===== src/rtl/hit_judge.sv =====
// hit_judge: debounces player buttons, judges hits/misses per note slot,
// keeps score, combo and counts, and latches a grade when the song ends.
module hit_judge #(
    parameter logic [19:0] DEBOUNCE_CYCLES = 20'd500000,
    parameter logic [15:0] HIT_POINTS      = 16'd10,
    parameter logic [7:0]  COMBO_BONUS_TH  = 8'd10
) (
    input  logic        clk,
    input  logic        rst,
    input  logic        red_btn,
    input  logic        blue_btn,
    input  logic        note_R_judge,
    input  logic        note_B_judge,
    input  logic [2:0]  offset,
    input  logic        finish,
    output logic        delete,
    output logic        hit_flag,
    output logic        miss_flag,
    output logic [15:0] score,
    output logic [7:0]  max_combo,
    output logic [1:0]  grade
);
    typedef enum logic [1:0] {WAIT, ARMED, DONE} state_t;
    state_t state, state_nx;
    logic [1:0]  raw, s1, s2, lvl, press;
    logic [19:0] cnt [2];
    logic        pr, pb, slot, hit, miss, new_note, exp_red, finish_d;
    logic [2:0]  offset_d;
    logic [7:0]  combo, combo_inc;
    logic [9:0]  hit_cnt, note_cnt;
    logic [15:0] pts;
    logic [16:0] sum;
    logic [13:0] h10, n9, n7, n5;
    logic [1:0]  grade_nx;

    assign raw = {blue_btn, red_btn};
    assign pr  = press[0];
    assign pb  = press[1];

    // Index 0 is red, 1 is blue; a press pulses when a new high level is accepted
    always_ff @(posedge clk or posedge rst) begin
        if (rst) begin
            s1    <= '0;
            s2    <= '0;
            lvl   <= '0;
            press <= '0;
            for (int i = 0; i < 2; i++) cnt[i] <= '0;
        end else begin
            s1    <= raw;
            s2    <= s1;
            press <= '0;
            for (int i = 0; i < 2; i++) begin
                if (s2[i] == lvl[i]) cnt[i] <= '0;
                else if (cnt[i] == DEBOUNCE_CYCLES - 20'd1) begin
                    cnt[i]   <= '0;
                    lvl[i]   <= s2[i];
                    press[i] <= s2[i];
                end else cnt[i] <= cnt[i] + 20'd1;
            end
        end
    end

    assign slot = (offset_d == 3'd6) && (offset == 3'd0);

    always_ff @(posedge clk or posedge rst) begin
        if (rst) state <= WAIT;
        else     state <= state_nx;
    end

    // A slot boundary overrides any press in the same cycle
    always_comb begin
        state_nx = state;
        hit      = 1'b0;
        miss     = 1'b0;
        new_note = 1'b0;
        if (finish) state_nx = WAIT;
        else if (slot) begin
            miss     = (state == ARMED);
            new_note = note_R_judge | note_B_judge;
            state_nx = new_note ? ARMED : WAIT;
        end else if (state == ARMED && (pr || pb)) begin
            state_nx = DONE;
            hit      = (pr ^ pb) && (pr == exp_red);
            miss     = !hit;
        end
    end

    assign combo_inc = (combo == 8'hFF) ? combo : combo + 8'd1;
    assign pts       = (combo >= COMBO_BONUS_TH) ? {HIT_POINTS[14:0], 1'b0} : HIT_POINTS;
    assign sum       = {1'b0, score} + {1'b0, pts};
    assign h10       = 14'(hit_cnt) * 14'd10;
    assign n9        = 14'(note_cnt) * 14'd9;
    assign n7        = 14'(note_cnt) * 14'd7;
    assign n5        = 14'(note_cnt) * 14'd5;
    assign grade_nx  = (note_cnt == 10'd0) ? 2'd0 :
                       (h10 >= n9) ? 2'd3 :
                       (h10 >= n7) ? 2'd2 :
                       (h10 >= n5) ? 2'd1 : 2'd0;

    always_ff @(posedge clk or posedge rst) begin
        if (rst) begin
            offset_d  <= '0;
            finish_d  <= 1'b0;
            delete    <= 1'b0;
            hit_flag  <= 1'b0;
            miss_flag <= 1'b0;
            exp_red   <= 1'b0;
            combo     <= '0;
            hit_cnt   <= '0;
            note_cnt  <= '0;
            score     <= '0;
            max_combo <= '0;
            grade     <= '0;
        end else begin
            offset_d  <= offset;
            finish_d  <= finish;
            delete    <= hit;
            hit_flag  <= hit;
            miss_flag <= miss;
            if (new_note) begin
                exp_red  <= note_R_judge;
                note_cnt <= note_cnt + {9'd0, note_cnt != 10'h3FF};
            end
            if (miss) combo <= '0;
            if (hit) begin
                combo   <= combo_inc;
                hit_cnt <= hit_cnt + {9'd0, hit_cnt != 10'h3FF};
                score   <= sum[16] ? 16'hFFFF : sum[15:0];
                if (combo_inc > max_combo) max_combo <= combo_inc;
            end
            if (finish && !finish_d) grade <= grade_nx;
            if (!finish && finish_d) begin
                combo     <= '0;
                hit_cnt   <= '0;
                note_cnt  <= '0;
                score     <= '0;
                max_combo <= '0;
                grade     <= '0;
            end
        end
    end
endmodule


===== config.mk =====
export PLATFORM = sky130hd
export DESIGN_NAME = hit_judge
export DESIGN_NICKNAME = d
export VERILOG_FILES = /design/src/rtl/hit_judge.sv
export SDC_FILE = /design/constraint.sdc
export NUM_CORES = 1
export LEC_CHECK = 0
export CAP_MARGIN = 25
export CORE_ASPECT_RATIO = 1.25
export CORE_MARGIN = 10
export CORE_UTILIZATION = 50
export CTS_BUF_LIST = sky130_fd_sc_hd__clkbuf_16
export DETAILED_ROUTE_END_ITERATION = 7
export GPL_ROUTABILITY_DRIVEN = 1
export PLACE_DENSITY = 0.81
export SYNTH_ARGS = -nofsm -noshare
export SYNTH_HDL_FRONTEND = slang
export SYNTH_SLANG_ARGS = --single-unit

===== constraint.sdc =====
create_clock -name clk -period 4.4 [get_ports clk]
set_clock_uncertainty 0.2 [all_clocks]
set_input_delay 1.1 -clock clk [delete_from_list [all_inputs] [get_ports clk]]
set_output_delay 1.1 -clock clk [all_outputs]
set_load 0.05 [all_outputs]

Yosys cells after proc, flatten, opt, wreduce, memory -nomap -nowiden
Cells that the tools add are included.

Muxes and demuxes: 41. Order comparisons: 5. Add/sub/neg operators: 6. Reduce and logical (&&, ||, !) cells: 20. $mul: 4. Equality and inequality tests: 10. Bitwise gates (word level): 4.

Operator list (number): 2-to-1 mux 20 bit (4); 2-to-1 mux 8 bit (7); 2-to-1 mux 16 bit (3); adder 20 x 1 -> 20 bit, second input constant (2); equality test 20 x 19 -> 1 bit, second input constant (2); 2-to-1 mux 10 bit (4); multiplier 10 x 3 -> 13 bit, second input constant (3); >= comparator 14 x 13 -> 1 bit (2); adder 10 x 1 -> 10 bit (2); != test 10 bit, second input constant (2); adder 16 x 5 -> 17 bit (1); 2-to-1 mux 2 bit (8); >= comparator 14 bit (1); multiplier 10 x 4 -> 14 bit, second input constant (1); 2-to-1 mux 1 bit (14); logical NOT 10 bit (1); adder 8 x 1 -> 8 bit, second input constant (1); equality test 8 bit, second input constant (1); >= comparator 8 x 4 -> 1 bit, second input constant (1); greater-than comparator 8 bit (1); nonzero test 2 bit (4); AND reduction 2 bit (3); nonzero test 3 bit (2); logical AND 1 bit (5); 10 further kinds (15).

Word-level logic and storage cells: 109. Output and inout port bits: 29. Flip-flop bits (word level): 111.

Depth between registers and ports, before layout
Word-level depth: 9. Mapped depth: 18. Depth with buffers taken out: 18.

Worst setup path before layout
Ideal clock, no wire load.

Kind: reg2reg. From: register note_cnt[3]. To: register grade[1]. Period minus slack after synthesis: 4.107 ns. Slack: 0.293 ns. Required time: 4.073 ns. Arrival: 3.780 ns. Library setup time: 0.127 ns. Stages on the path, launching flop included: 17. Buffers on the path: 0. Cell sequence: dfrtp_1 > fa_1 > ha_1 > a21o_1 > a21oi_1 > o21ai_0 > o41ai_1 > o21bai_1 > a21oi_1 > xor2_1 > ha_1 > nand4_1 > nor3_1 > o311a_1 > a2111oi_0 > nor3b_1 > o21ai_0.

Word-level cells in the longest chain between the ends: 7. Elaborated cells between the ends (all ways): 10. Those cells by class: 2 x mul; 2 x order compare; 5 x mux; 1 x reduce/logical.

RTL lines: from (decl) (line 30) `logic [9:0] hit_cnt, note_cnt;`; from (signal assigned) (line 122) `note_cnt <= note_cnt + {9'd0, note_cnt != 10'h3FF};`; multiplier 10 x 3 -> 13 bit (line 93) `assign n7 = 14'(note_cnt) * 14'd7;`; >= comparator 14 x 13 -> 1 bit (line 97) `(h10 >= n7) ? 2'd2 :`; 2-to-1 mux 2 bit (line 97); 2-to-1 mux 2 bit (line 96) `(h10 >= n9) ? 2'd3 :`; 2-to-1 mux 2 bit (*) (line 95) `assign grade_nx = (note_cnt == 10'd0) ? 2'd0 :`; 2-to-1 mux 2 bit (*) (line 131) `if (finish && !finish_d) grade <= grade_nx;`; 2-to-1 mux 2 bit (*) (line 132) `if (!finish && finish_d) begin`; to (signal assigned) (line 131); to (decl) (line 21) `output logic [1:0] grade`.

Every way passes the cells marked *; elsewhere a longest branch is shown, timed or not. The select of a mux whose other input is x is not followed. A chain may end at the register's enable or synchronous reset.

Final worst setup path
From: register note_cnt[2]. To: register grade[1].

Same word-level chain as after synthesis.

==> impl_metrics.py <==
metrics = {
    "status": {
        "status": "complete, no violations",
    },
    "flow_run": {
        "drv_cap": 0,
    },
    "power_and_ir_drop": {
        "internal_power_mw": 1.433,
        "switching_power_uw": 426.3,
        "p_clk_share_pct": 40.4,
        "comb_power_share_pct": 3.8,
        "p_per_area_mw_per_mm2": 200.3,
        "leakage_nw": 4.575,
        "p_seq_share_pct": 55.8,
        "switching_share_pct": 22.93,
        "finalPower_mw": 1.859,
        "ir_drop_v": 0.0001627,
    },
    "drt": {
        "first_iter_violations": 271,
        "vias": 6312,
        "wl_per_cell_um": 15.36,
        "drc": 0,
        "drt-pass1-iter-count": 4,
        "vias_per_cell": 5.498,
        "ant_nets": 0,
        "routed_wirelength_um": 17630,
    },
    "place": {
        "portBuffers": 38,
        "place_hpwl_um": 13720,
        "gp_congestion": 0.8812,
    },
    "setup_path": {
        "path_delay_family": "compound AO/OA/AOI/OAI gates",
        "worst-path-buf-inv": 1,
        "r2r_slack_ns": 0.21,
        "critPathSlowestCell": "fa_1",
        "rr_endpoint": "grade[1]",
        "worst_ep_required_time_ns": 4.43,
        "r2r_cells": 17,
        "path_class": "reg -> reg",
        "r2r_start": "note_cnt[2]",
        "cpPeakStageDelay_ns": 0.48,
        "end_kind": "register",
        "cp_max_fo": 4,
        "critPathArrivalTime_ns": 4.22,
        "cp_cell_sequence": "fa_1 > ha_1 > a21o_1 > a21oi_1 > o21ai_0 > o41ai_2 > o21bai_1 > a21oi_1 > xor2_1 > ha_1 > nand4_1 > nor3_1 > o311a_1 > a2111oi_2 > buf_4 > nor3b_2 > o21ai_0",
        "startpoint_type": "register",
    },
    "clock_network": {
        "path_clk_slew_ns": 0.08,
        "hold_buffers": 0,
        "htreeDepth": 3,
        "cts_tree": "built",
        "clock_latency_ns": 0.35,
        "cts_buffer_depth": 2,
        "cts_buffers": 9,
        "cts_sinks": 111,
        "cts-root-buf": "clkbuf_16",
    },
    "timing": {
        "finalHoldViolations": 0,
        "timing.hold.ws_ns": 0.1471,
        "slew_headroom_pct": 46.57,
        "fmax_mhz": 238.5,
        "period_share_pct": 95.29,
        "final_max_slew_viol_count": 0,
        "period_needed_ns": 4.193,
        "setup_violations": 0,
        "worst_slew_pin_slew_ns": 0.7978,
    },
    "cells_and_area": {
        "fillCellCount": 1428,
        "final_common_cell": "ha_1",
        "num_antenna_cells": 0,
        "drive_gt1_share_pct": 6.438,
        "nets": 1079,
        "area_growth_pct": 13.03,
        "final_cell_mix": "127 x ha_1, 110 x dfrtp_1, 85 x nor2_1, 66 x nand2_1, 63 x inv_1",
    },
    "grt": {
        "grtUsageMet1_pct": 17.77,
        "grtUsageMet3_pct": 2.551,
        "antenna_found_initial": 0,
        "overflow": 0,
        "grt_max_degree": 71,
        "grt_pass1_wl_um": 29870,
        "grt_use_total_pct": 16.32,
        "grt-busiest-layer": "met2",
        "grt_use_met2_pct": 30.16,
        "grt_pass1_vias": 6524,
    },
    "floorplan": {
        "die_area_mm2": 0.02198,
        "die_y_um": 163.3,
        "initial_core_util_pct": 50.89,
        "io_pins": 39,
        "die_w_um": 134.6,
        "placementRows": 52,
        "core_mm2": 0.01614,
    },
    "yosys": {
        "synth_seq_area_share_pct": 33.83,
        "syn_nets": 1019,
        "syn_area_mm2": 0.008212,
        "syn_inst": 867,
        "avgSynthCellArea_um2": 9.471,
        "synth_edf_count": 0,
        "synth-async-reset-ratio_pct": 100.0,
        "synth_top_area_cell": "dfrtp_1",
        "ys_types": 55,
        "yosys_warnings": 0,
        "netlist.area_leader.share_pct": 33.83,
        "synth-main-ff-cell": "dfrtp_1",
        "synth_area_leaders": "dfrtp_1 34%, ha_1 19%, xor2_1 5.1%",
        "ys_ff_latch": 111,
    },
    "hold_path": {
        "hold-path-cell-count": 0,
        "min_path_type": "reg -> reg",
        "min_to": "s2[0]",
        "hold_path.startpoint": "s1[0]",
    },
}
[synthesized netlist by cell type (2+ instances only)]
library cell,count
nor3b_1,2
or2_2,3
nand2_1,66
or3_1,11
and3_1,18
buf_4,4
o21a_1,6
nor3_1,14
nand2b_1,9
ha_1,127
or2_1,2
dfrtp_1,111
mux2i_1,7
nand4_1,16
and4_1,3
inv_1,61
clkbuf_1,6
o2bb2ai_1,8
a21o_1,17
nor4_1,5
xnor2_1,37
nand3_1,36
mux2_2,3
o211ai_1,7
nor2b_1,12
a21boi_0,2
a31oi_1,2
fa_1,15
nor3_2,4
xor2_1,48
a211oi_1,4
a21oi_1,41
nor2_1,85
o31ai_1,2
o21ai_0,52
nor4b_1,2
[metal layers]
layer | share of wire, % | wire length, um
met1 | 42 | 7439
met2 | 52 | 9117
met3 | 2.9 | 510
met4 | 3.2 | 561
met5 | 0 | 0
[kinds of logic (layout without fill, tap and decap cells)]
logic type	Yosys count	in the layout	share of synthesized area, %
AND/OR/NAND/NOR	296	296	18.04
buffers and inverters	74	139	3.672
adder cells (fa/ha/maj)	142	142	23.01
multiplexers	10	10	1.265
AO/OA/AOI/OAI	149	149	11.12
flip-flops	111	111	33.83
XOR/XNOR	85	85	9.066
[cell type report]
class / instances / area (um^2) / area share [%]
tap: 216 / 270.3 / 2.912
clock buffer: 9 / 225.2 / 2.427
sequential: 111 / 2779 / 29.94
clock inverter: 7 / 41.29 / 0.4449
multi-input combinational: 682 / 5165 / 55.65
timing repair buffer: 61 / 565.5 / 6.093
inverter: 62 / 235.2 / 2.534
[worst reg2reg max path: cells and delay by family (launching register included)]
kind,cells,cell delay (ns)
buffers and inverters,1,0.17
XOR/XNOR,1,0.20
AO/OA/AOI/OAI,9,1.73
AND/OR/NAND/NOR,3,0.27
flip-flops,1,0.44
adder cells (fa/ha/maj),3,1.07
[power by group through the flow]
stage | Sequential, mW | Clock, mW | Combinational (mW)
final | 1.04 | 0.751 | 0.0714
after global routing | 1.04 | 0.805 | 0.0814
after CTS | 1.04 | 0.764 | 0.0734
after detailed placement | 1.06 | 0 | 0.0731
after global placement | 1.06 | 0 | 0.0718
after floorplan | 1.06 | 0 | 0.0430
[state kept, by name, summed over array words and instances (netlist names)]
signal and cells:
exp_red 1, max_combo 8, press 2, s1 2
miss_flag 1, finish_d 1, state 2, note_cnt 10
hit_cnt 10, offset_d 3, score 16, cnt 40
hit_flag 1, lvl 2, s2 2, combo 8
grade 2
[metrics by stage]
stage          cell area (um^2)  setup slack (ns)  utilization, %  setup TNS, ns  std cells
2_1_floorplan              8212            0.1693               -              0        867
3_3_place_gp               8974            0.1484           55.61              0       1131
3_5_place_dp               8974           0.02652           55.61              0       1131
4_1_cts                    9240           0.03291           57.27              0       1147
5_1_grt                    9281          -0.02717           57.52       -0.02717       1148
6_report                   9281            0.2073           57.52              0       1148
[how the worst max path moves through the flow]
stage	from	endpoint	slack (ns)	depth (start not counted)
after floorplan	rst	cnt[0]	0.17	1
after global placement	note_cnt[2]	grade[1]	0.15	18
after detailed placement	note_cnt[2]	grade[1]	0.03	18
after CTS	note_cnt[2]	grade[1]	0.03	18
after global routing	note_cnt[2]	grade[1]	-0.03	17
final	note_cnt[2]	grade[1]	0.21	17
[timing repair]
action,in CTS,in global routing
buffers inserted,0,1
resized for setup,0,11
endpoints found under the setup margin,0,2
Power figures use the tool's default switching activity.
==> RTL change 1 (same flow settings) <==
Re-encode `state_t` (3 states) as one-hot, 3 bits wide.
--- a/src/rtl/hit_judge.sv
+++ b/src/rtl/hit_judge.sv
@@ -21,5 +21,5 @@
     output logic [1:0]  grade
 );
-    typedef enum logic [1:0] {WAIT, ARMED, DONE} state_t;
+    typedef enum logic [2:0] {WAIT = 3'b001, ARMED = 3'b010, DONE = 3'b100} state_t;
     state_t state, state_nx;
     logic [1:0]  raw, s1, s2, lvl, press;
Function: no difference found for any inputs over 10 cycles, from zero or initial values and one cycle with rst high; not proved beyond that.
==> RTL change 1 against the unedited design <==
Final area up 1.6%. Critical path type unchanged. First-iteration DRC count is 30% higher. Synthesized cell count is 1.5% higher. Worst setup slack lost 0.029 ns. Area after synthesis is 1.4% higher. Via count grew 2.9%. Sequential cell count increased by 1. Routed wire length up 1.7%. Critical endpoint unchanged. Total power increased by 8.0%. Final cell count grew 0.61%.
==> RTL change 1: results (changes against the unedited design) <==
Status
  – Status: finished clean (unchanged)

Global routing
  – GRT Resource Usage Total: 16.8% (was 16.3%)
  – Largest net degree at the start of global routing: 66 (was 71)

Clock network
  – Clk_lat worst skew: 0.37 ns (was 0.35 ns)

Worst setup path
  – WP data arrival: 4.27 ns (was 4.22 ns)
  – R2r setup slk: 0.18 ns (was 0.21 ns)
  – Crit path max fanout: 6 (was 4)

Route
  – Detailed Route WL: 17900 um (was 17600 um)
  – Wire per inst: 15.5 um (was 15.4 um)
  – DR iter-0 viols: 352 (was 271)
  – Via/cell ratio: 5.63 (was 5.50)

Cells and area
  – Fill cells: 1401 (was 1428)
  – Share of cells above drive strength 1: 7.03% (was 6.44%)
  – # nets final: 1086 (was 1079)

Timing
  – Rel. slew slack: 45.3% (was 46.6%)
  – Crit share post-route: 95.9% (was 95.3%)

Place
  – Post-DP HPWL: 13500 um (was 13700 um)
  – Place WS: -0.0641 ns (was 0.0265 ns)
  – Placed instance area: 9040 um^2 (was 8970 um^2)
  – Placer congestion estimate: 0.904 (was 0.881)

Synth
  – Top cells by count, synth: ha_1 (127), dfrtp_1 (111), nor2_1 (98), nand2_1 (60), inv_1 (56) (was ha_1 (127), dfrtp_1 (111), nor2_1 (85), nand2_1 (66), inv_1 (61))
  – Syn Nets: 1032 (was 1019)
  – Synthesized area per cell: 9.46 um^2 (was 9.47 um^2)
  – Register area share after synthesis: 33.7% (was 33.8%)
  – Synth top area cells: dfrtp_1 (33%), ha_1 (19%), xnor2_1 (4.5%) (was dfrtp_1 (34%), ha_1 (19%), xor2_1 (5.1%))
  – Primary FF master, synth: dfrtp_1 (unchanged)
  – Netlist cell types: 61 (was 55)

Pwr
  – Peak supply drop: 0.206 mV (was 0.163 mV)
==> RTL change 1: cell count changes after synthesis, moves of 4 or more <==
cell | unedited run | this run
a21oi_1 | 41 | 48
and3_1 | 18 | 14
inv_1 | 61 | 56
mux2i_1 | 7 | 11
nand2_1 | 66 | 60
nor2_1 | 85 | 98
o21ai_0 | 52 | 41
o2bb2ai_1 | 8 | 0
xnor2_1 | 37 | 43
xor2_1 | 48 | 41
==> RTL change 1: power breakdown <==
part           internal, mW  switching (mW)
clock network         0.460           0.430
logic                0.0235          0.0501
registers              1.04         0.00705
==> RTL change 1: path summary, 6_finish.rpt <==
path	to	startpoint
worst max-delay path	grade[1]	note_cnt[2]
worst min-delay path	s2[1]	s1[1]
worst max register to register	grade[1]	note_cnt[2]
worst min register to register	s2[1]	s1[1]
max in group asynchronous	max_combo[0]	rst
min in group asynchronous	s1[1]	rst
==> RTL change 1: layout make-up <==
| cell class | instances | area [um^2] | area share, % |
|---|---|---|---|
| clock buffer | 9 | 225 | 2.39 |
| clock inverter | 7 | 98.8 | 1.05 |
| inverter | 57 | 218 | 2.31 |
| multi-input combinational | 695 | 5260 | 55.8 |
| sequential | 112 | 2810 | 29.8 |
| tap | 216 | 270 | 2.87 |
| timing repair buffer | 59 | 551 | 5.84 |
==> RTL change 1: repair_timing <==
action | 4_1_cts | 5_1_grt
gates resized for setup | 2 | 9
endpoints found under the setup margin | 2 | 2
buffers inserted | 0 | 3
pin swaps | 0 | 3
==> RTL change 1: worst max-delay path, stage by stage (launching register included) <==
cell	delay [ns]
dfrtp_2	0.47
fa_1	0.56
ha_1	0.16
inv_1	0.06
fa_2	0.34
nor2b_1	0.11
o21ai_1	0.09
a21boi_1	0.16
o21ai_1	0.12
a21oi_2	0.20
xnor2_1	0.16
ha_1	0.29
a21oi_1	0.17
o21ai_0	0.11
a21o_1	0.23
a2111oi_4	0.38
nor3b_2	0.21
o21ai_0	0.08
==> RTL change 1: layer usage <==
metal  share of wire (%)  vias up  track usage, %
li1                    -     3180               -
met1                  42     3147            19.3
met2                  52      127            30.2
met3                 3.2       44            2.75
met4                 2.9        0            6.72
met5                   0        -               0
==> RTL change 1: cell families after synthesis <==
logic type / after synthesis / synth area share [%]
DFF: 112 / 33.7
adders and majority gates: 142 / 22.7
and+or+nand+nor: 303 / 18.2
xor gates and xnor gates: 84 / 8.84
muxes: 14 / 1.73
AOI/OAI and AO/OA: 152 / 11.3
buffers and inverters: 73 / 3.59
==> RTL change 1: through the flow <==
step	hold WS, ns	utilization [%]
detailed placement	0.137	55.6
global route	0.166	58.0
finish	0.151	58.0
floorplan	0.131	-
global placement	0.134	55.6
CTS	0.154	57.6
==> RTL change 2 (config.mk and constraints unchanged) <==
Without the edit above. `HIT_POINTS`: 16'd10 -> 16'd5.
--- a/src/rtl/hit_judge.sv
+++ b/src/rtl/hit_judge.sv
@@ -3,5 +3,5 @@
 module hit_judge #(
     parameter logic [19:0] DEBOUNCE_CYCLES = 20'd500000,
-    parameter logic [15:0] HIT_POINTS      = 16'd10,
+    parameter logic [15:0] HIT_POINTS      = 16'd5,
     parameter logic [7:0]  COMBO_BONUS_TH  = 8'd10
 ) (
Check against the original RTL: no difference found for any inputs over 10 cycles, from zero or initial values and one cycle with rst high; that may be too few to reach the edited logic, so the function may still have changed.
==> RTL change 2 against the unedited design <==
Utilization shrank 0.78 points. Worst setup slack improved by 0.012 ns. Critical path depth fell by 3. Total power increased by 3.3%. Synthesized cell count grew 2.3%. Area after synthesis increased by 3.9%. Sequential cell count unchanged. Non-clock buffer count down 10. Final area up 2.6%. Routed wire length up 1.8%. Largest cell class unchanged. Highest routed layer unchanged.
==> RTL change 2: results (changes against the unedited design) <==
Hold path
  – Beginning of the worst hold path: s1[1] (was s1[0])

Pwr
  – Comb. pwr: 0.0794 mW (was 0.0714 mW)
  – Peak supply drop: 0.226 mV (was 0.163 mV)
  – Switch share: 24.4% (was 22.9%)
  – Clk. pwr: 0.805 mW (was 0.751 mW)
  – Leakage power figure: 4.50 nW (was 4.58 nW)

Cells and area
  – Post-Layout Cell Count: 1158 (was 1148)
  – ANT cells: 0 (unchanged)
  – Share of cells above drive strength 1: 7.04% (was 6.44%)
  – Fill cells: 1376 (was 1428)
  – # nets final: 1085 (was 1079)
  – Largest registers: cnt x40, score x16 (unchanged)

Route
  – DR iter-0 viols: 436 (was 271)
  – Via/cell ratio: 5.65 (was 5.50)
  – Detailed Route WL: 18000 um (was 17600 um)
  – DR pass1 iterations: 5 (was 4)

Synth
  – Syn Nets: 1039 (was 1019)
  – Post-synth ARST share: 100% (unchanged)
  – Register area share after synthesis: 32.5% (was 33.8%)
  – Netlist cell types: 75 (was 55)
  – Top cells by count, synth: ha_1 (127), dfrtp_1 (111), nor2_1 (103), inv_1 (59), nand2_1 (49) (was ha_1 (127), dfrtp_1 (111), nor2_1 (85), nand2_1 (66), inv_1 (61))
  – Synth top area cells: dfrtp_1 (33%), ha_1 (19%), nor2_1 (4.5%) (was dfrtp_1 (34%), ha_1 (19%), xor2_1 (5.1%))
  – Synthesized area per cell: 9.62 um^2 (was 9.47 um^2)

Clock network
  – Clk slew on worst S/H paths: 0.08 ns (about the same)
  – Post-cts sizing count: 0 (unchanged)
  – Worst-case clock buffer depth: 2 (unchanged)
  – CTS H-Tree Depth: 3 (unchanged)

Worst setup path
  – Crit path max fanout: 5 (was 4)
  – Reg2Reg Launch Point: note_cnt[3] (was note_cnt[2])
  – Max stage delay on crit path: 0.53 ns (was 0.48 ns)

Global routing
  – Number of global-route vias before repair: 6496 (was 6524)
  – Initial antenna violation count: 0 (unchanged)
  – First-pass GRT wire length: 30600 um (was 29900 um)
  – Largest net degree at the start of global routing: 87 (was 71)
  – GRT Resource Usage Total: 16.1% (was 16.3%)

Place
  – Placer congestion estimate: 0.927 (was 0.881)
  – Place WS: 0.293 ns (was 0.0265 ns)
  – Port Buffers: 38 (unchanged)
  – Post-DP HPWL: 13600 um (was 13700 um)

Status
  – Status: finished clean (unchanged)

Timing
  – Rel. slew slack: 54.1% (was 46.6%)
==> RTL change 2: cell types whose count changed after synthesis, sizes merged, moves of 5 or more <==
| cell | change |
|---|---|
| a311oi | +11 |
| nand2 | -16 |
| nand4 | +13 |
| o21ai | -19 |
| o2bb2ai | -8 |
| and3 | -5 |
| nor2 | +17 |
| nand3 | -8 |
==> RTL change 2: final timing paths <==
kind	endpoint	slack (ns)	depth (start not counted)
max	grade[0]	0.22	14
max reg2reg	grade[0]	0.22	14
max in group asynchronous	note_cnt[0]	2.37	3
min reg2reg	s2[1]	0.15	0
min in group asynchronous	max_combo[6]	0.86	2
min	s2[1]	0.15	0
==> RTL change 2: final cells by class <==
cell class,count,area share [%]
Tap cell,220,2.89
Inverter,60,2.39
Sequential cell,111,29.2
Clock inverter,7,0.697
Clock buffer,9,2.37
Multi-Input combinational cell,700,57.2
Timing Repair Buffer,51,5.28
==> RTL change 2: cells by family after synthesis <==
| group | count (synthesis) | share of synthesized area [%] |
|---|---|---|
| AOI/OAI and AO/OA | 151 | 12.2 |
| xor gates and xnor gates | 82 | 8.41 |
| adders and majority gates | 142 | 22.1 |
| buffers and inverters | 76 | 3.78 |
| DFF | 111 | 32.5 |
| muxes | 13 | 1.61 |
| and+or+nand+nor | 312 | 19.3 |
==> RTL change 2: per-stage QoR <==
step / cell area [um^2] / utilization, % / power [mW]
finish: 9520 / 56.7 / 1.92
global route: 9520 / 56.7 / 1.99
CTS: 9510 / 56.7 / 1.94
detailed placement: 9220 / 55.0 / 1.14
global placement: 9200 / 54.8 / 1.13
floorplan: 8540 / - / 1.11
==> RTL change 2: routing by layer <==
metal	GRT usage, %	routed length [um]	vias up
met5	0	0	-
met4	6.43	452	0
met3	2.51	682	25
met2	27.7	9240	115
met1	19.5	7580	3170
li1	-	-	3238
